--- src/rtl/weight_bank_streamer.sv ---
// Multi-lane weight store: NUM_CH block-RAM banks with a host load port and a burst
// sequencer that streams a wrapping address window under valid/ready flow control.
module weight_bank_streamer #(
  parameter int unsigned DATA_W = 16,
  parameter int unsigned DEPTH  = 28,
  parameter int unsigned NUM_CH = 4,
  parameter int unsigned ADDR_W = $clog2(DEPTH),
  parameter int unsigned LEN_W  = ADDR_W + 1,
  parameter int unsigned CH_W   = (NUM_CH > 1) ? $clog2(NUM_CH) : 1
) (
  input  logic                     clk_i,
  input  logic                     rst_i,
  input  logic                     we_i,
  input  logic [ADDR_W-1:0]        waddr_i,
  input  logic [CH_W-1:0]          wch_i,
  input  logic [DATA_W-1:0]        di_i,
  input  logic                     start_i,
  input  logic [ADDR_W-1:0]        base_i,
  input  logic [LEN_W-1:0]         len_i,
  output logic [NUM_CH*DATA_W-1:0] do_o,
  output logic                     do_valid_o,
  input  logic                     do_ready_i,
  output logic                     do_last_o,
  output logic                     busy_o,
  output logic                     done_o,
  output logic                     wr_err_o
);

  localparam int unsigned BEAT_W = NUM_CH * DATA_W;
  localparam logic [ADDR_W-1:0] LAST_ADDR = ADDR_W'(DEPTH - 1);
  localparam logic [ADDR_W-1:0] DEPTH_A   = ADDR_W'(DEPTH);
  localparam logic [LEN_W-1:0]  LEN_ONE   = LEN_W'(1);

  typedef enum logic [1:0] {StIdle, StStream, StDrain} state_e;

  state_e              state_q;
  logic [ADDR_W-1:0]   addr_q;
  logic [LEN_W-1:0]    rem_q;
  logic                busy_q, done_q, wr_err_q;
  logic                rd_valid_q, rd_last_q;
  logic [BEAT_W-1:0]   out_q, skid_q;
  logic                out_valid_q, out_last_q, skid_valid_q, skid_last_q;
  logic [BEAT_W-1:0]   rd_data;

  logic                idle, wr_bad, wr_en, pop, issue;
  logic [1:0]          occupancy;
  logic [ADDR_W-1:0]   base_mod, addr_next;

  always_comb begin
    idle      = (state_q == StIdle);
    wr_bad    = we_i && (!idle || (waddr_i > LAST_ADDR));
    wr_en     = we_i && !wr_bad;
    pop       = out_valid_q && do_ready_i;
    // Entries held or in flight once this cycle's beat leaves; the read issued now lands
    // next cycle, so issue only while at most one slot is spoken for.
    occupancy = {1'b0, out_valid_q} + {1'b0, skid_valid_q} + {1'b0, rd_valid_q}
              - {1'b0, pop};
    issue     = (state_q == StStream) && (occupancy < 2'd2);
    base_mod  = (base_i > LAST_ADDR) ? base_i - DEPTH_A : base_i;
    addr_next = (addr_q == LAST_ADDR) ? '0 : addr_q + ADDR_W'(1);
  end

  for (genvar g = 0; g < NUM_CH; g++) begin : g_lane
    logic [DATA_W-1:0] bank_q [DEPTH];
    logic [DATA_W-1:0] rd_q;

    always_ff @(posedge clk_i) begin
      if (wr_en && (wch_i == CH_W'(g))) begin
        bank_q[waddr_i] <= di_i;
      end
      if (issue) begin
        rd_q <= bank_q[addr_q];
      end
    end

    assign rd_data[g*DATA_W +: DATA_W] = rd_q;
  end

  always_ff @(posedge clk_i or posedge rst_i) begin
    if (rst_i) begin
      state_q      <= StIdle;
      addr_q       <= '0;
      rem_q        <= '0;
      busy_q       <= 1'b0;
      done_q       <= 1'b0;
      wr_err_q     <= 1'b0;
      rd_valid_q   <= 1'b0;
      rd_last_q    <= 1'b0;
      out_q        <= '0;
      out_valid_q  <= 1'b0;
      out_last_q   <= 1'b0;
      skid_q       <= '0;
      skid_valid_q <= 1'b0;
      skid_last_q  <= 1'b0;
    end else begin
      done_q     <= 1'b0;
      rd_valid_q <= issue;
      if (wr_bad) begin
        wr_err_q <= 1'b1;
      end
      if (issue) begin
        rd_last_q <= (rem_q == LEN_ONE);
      end

      // Two-entry buffer: the output register always holds the oldest beat.
      if (!out_valid_q || pop) begin
        if (skid_valid_q) begin
          out_q        <= skid_q;
          out_last_q   <= skid_last_q;
          out_valid_q  <= 1'b1;
          skid_q       <= rd_data;
          skid_last_q  <= rd_last_q;
          skid_valid_q <= rd_valid_q;
        end else begin
          out_valid_q <= rd_valid_q;
          if (rd_valid_q) begin
            out_q      <= rd_data;
            out_last_q <= rd_last_q;
          end
        end
      end else if (rd_valid_q) begin
        skid_q       <= rd_data;
        skid_last_q  <= rd_last_q;
        skid_valid_q <= 1'b1;
      end

      unique case (state_q)
        StIdle: begin
          if (start_i) begin
            if (len_i != '0) begin
              addr_q  <= base_mod;
              rem_q   <= len_i;
              busy_q  <= 1'b1;
              state_q <= StStream;
            end else begin
              done_q <= 1'b1;
            end
          end
        end
        StStream: begin
          if (issue) begin
            addr_q <= addr_next;
            rem_q  <= rem_q - LEN_ONE;
            if (rem_q == LEN_ONE) begin
              state_q <= StDrain;
            end
          end
        end
        StDrain: begin
          if (pop && out_last_q) begin
            busy_q  <= 1'b0;
            done_q  <= 1'b1;
            state_q <= StIdle;
          end
        end
        default: state_q <= StIdle;
      endcase
    end
  end

  assign do_o       = out_q;
  assign do_valid_o = out_valid_q;
  assign do_last_o  = out_last_q;
  assign busy_o     = busy_q;
  assign done_o     = done_q;
  assign wr_err_o   = wr_err_q;

endmodule

--- config.mk ---
export PLATFORM = sky130hd
export DESIGN_NAME = weight_bank_streamer
export DESIGN_NICKNAME = d
export VERILOG_FILES = /design/src/rtl/weight_bank_streamer.sv
export SDC_FILE = /design/constraint.sdc
export NUM_CORES = 2
export LEC_CHECK = 0
export BUFFER_PORTS_ARGS = -buffer_cell sky130_fd_sc_hd__buf_4
export CAP_MARGIN = 0
export CORE_MARGIN = 4
export CORE_UTILIZATION = 40
export DETAILED_ROUTE_END_ITERATION = 8
export GPL_ROUTABILITY_DRIVEN = 0
export PLACE_DENSITY = 0.52
export SYNTH_ARGS = -nofsm -noshare
export SYNTH_HDL_FRONTEND = slang
export SYNTH_SLANG_ARGS = --single-unit
--- constraint.sdc ---
create_clock -name clk_i -period 5.5 [get_ports clk_i]
set_input_delay 0.275 -clock clk_i [delete_from_list [all_inputs] [get_ports clk_i]]
set_output_delay 0.275 -clock clk_i [all_outputs]
set_load 0.03 [all_outputs]
==> results.md <==
* Status: finished, final reports clean
* Slew Limit Fails at 0
* Final Cycle Share at 0.631
* Distinct cells, synth at 46
* Rows at 161
* Worst path required time at 5.91 ns
* Cts bufs inserted at 204
* Nets at 4244
* Antenna violations before repair at 10
* Die X at 449 um
* Worst-Skew Late Latency at 0.83 ns
* Clock slew at reported path FFs at 0.06 ns
* Slowest cell on crit path: and2_4
* CP max stage delay at 1.13 ns
* Synthesized area per cell at 19.7 um^2
* Number of synthesized register bits at 2006
* Drt first pass iters at 7
* Residual DRC at 0
* Buf/Inv on CP at 1
* Endpoints failing hold at 0
* Leakage at 0.0286 uW
* Share of the synthesized area in the top cell type at 0.718
* Top Ports at 108
* Worst slew pin tran at 1.41 ns
* Synth Net Count at 3980
* Fillers at 16300
* Hold WS at 0.0350 ns
* FMAX at 0.288 GHz
* Arrival time at the worst endpoint at 3.88 ns
* Area leader, netlist: edfxtp_1
* CP top delay family: simple AND/OR/NAND/NOR gates
* Peak VDD IR at 795 uV
* CTS root buf: clkbuf_16
* Largest net degree at the start of global routing at 106
* Number of global-route vias before repair at 38700
* CTS sink cnt at 2006
* Commonest non-fill, non-tap cell in the layout: edfxtp_1
* Filler-free cell count of the finished design at 6904
* Core ar. at 193000 um^2
* DP Cell Count at 6486
* Total Wirelength at 205000 um
* HPWL Detailed at 118000 um
* Worst-path cell chain: and2_1 > ha_1 > inv_1 > ha_1 > a21oi_1 > xor2_1 > and2_4
* Routed vias/inst at 5.59
* Crit path time final at 3.47 ns
* Reg2reg start: do_valid_o
* Layout cell share with drive strength beyond 1 at 0.234
* CP max FO at 66
* Yosys Warn Count at 0
* Rel. slew slack at 0.0624
* Origin of the worst setup path: do_valid_o
* CTS max path bufs at 3
* Critical Path Sink Type: flop
* Startpoint types: flop
* WL per Instance at 29.6 um
* CTS tree: built
* Crit Path Class: reg -> reg
* Worst min-delay path startpoint: base_i[1]
* Die Area at 201000 um^2
* Most used cell, CP: ha_1
* Max_cap viols at 0
* Die height at 449 um
* Total negative setup slack at 0 ns
* R2R setup slack at 2.03 ns
* H-Tree Level Count at 4
* First-pass GRT wire length at 292000 um
* Antenna Nets Post-Route at 0
* Syn Inst Count at 3934
* Area growth syn-to-layout at 14.2%
* Total gr overflow at 0
* DR vias at 38600
* Number of DRC markers in iteration 0 at 3720
* RSZ-0062 raised after global routing: false
* Skew final at 0.0315 ns
* Worst Hold Class: in -> reg
* Register area share after synthesis at 0.766
* Most frequent cells in the layout: edfxtp_1, mux2i_1, mux4_2
* Cell Area, Synth at 77700 um^2
* Setup Viol. Count Final at 0
* Synth area leaders: edfxtp_1, mux4_2, mux2i_1
* Input/output buffers at 107
* Gr usage total at 0.200
* Post-CTS sizing at 0
* Initial Util at 0.403
* PwrDens at 509 nW/um^2
[Yosys cell counts, drive strengths merged]
library cell     n
a211oi           2
a21oi           73
a221oi           1
a22oi           64
a311oi          65
a31oi          136
a32oi            1
and2             3
and3b            2
buf            140
clkbuf          98
dfrtp          150
edfxtp        1856
ha               7
inv             11
maj3             1
mux2            64
mux2i          388
mux4           320
nand2          109
nand2b           3
nand3            4
nand3b           1
nand4            1
nand4b           3
nor2           320
nor2b            7
nor3             6
nor3b            4
nor4             1
nor4bb           1
o21a             1
o21ai           14
o21ba            1
o21bai           1
o22a            68
o22ai            1
or3              5
xor2             1
[per-stage QoR]
step | worst slack (ns) | cell area [um^2] | utilization | power, uW
CTS | 2.00 | 88600 | 0.460 | 45700
detailed placement | 1.97 | 82100 | 0.426 | 32500
finish | 2.03 | 88700 | 0.460 | 45100
floorplan | 1.19 | 77700 | - | 27600
global placement | 1.98 | 82100 | 0.426 | 32500
global route | 1.87 | 88600 | 0.460 | 47000
[power by group]
part           leakage [uW]  switching (uW)  internal [uW]  total, uW
Combinational       0.00708            7910           5220      13100
Clock               0.00306            5780           7300      13100
Sequential           0.0184             975          17900      18900
Total                0.0286           14700          30400      45100
[layer usage]
layer  routed length [um]  part of all wire  track usage
met1                89900              0.44        0.289
met2                99500              0.49        0.324
met3                11500             0.056       0.0288
met4                 3880             0.019       0.0468
met5                    0                 0            0
[worst paths after layout]
path,endpoint,depth (start not counted)
worst max-delay path,g_lane[1].rd_q[11],7
worst min-delay path,addr_q[1],3
worst max register to register,g_lane[1].rd_q[11],7
worst min register to register,skid_last_q,2
max in group asynchronous,addr_q[3],4
min in group asynchronous,skid_q[59],3
[state kept, by name, indices dropped and copies added (netlist names), 2 cells and up]
signal	flops
addr_q	5
do_o	64
g_lane.bank_q	1792
g_lane.rd_q	64
rem_q	6
skid_q	64
state_q	2
[layout make-up]
cell class | count | area (um^2) | share of cell area
Antenna cell | 8 | 20.0 | 0.000226
Clock buffer | 269 | 5460 | 0.0616
Clock inverter | 109 | 785 | 0.00885
Inverter | 11 | 48.8 | 0.000550
Multi-Input combinational cell | 1679 | 17100 | 0.193
Sequential cell | 2006 | 59500 | 0.671
Tap cell | 2526 | 3160 | 0.0356
Timing Repair Buffer | 296 | 2550 | 0.0288
[worst min-delay path: stages]
cell	delay (ns)
buf_4	0.13
mux2i_1	0.11
o21ai_0	0.22
[cell families after synthesis]
| family | synth area share |
|---|---|
| compound gates | 0.0399 |
| xor+xnor | 0.000113 |
| fa+ha+maj | 0.00126 |
| buf+inv | 0.0165 |
| flops | 0.766 |
| mux | 0.152 |
| simple gates | 0.0242 |
[repair_timing]
item / CTS / global route
hold endpoints to repair: 457 / 0
hold buffers: 32 / 0
setup buffers: 0 / 0
Note: power is estimated with default switching activity, not from simulation.
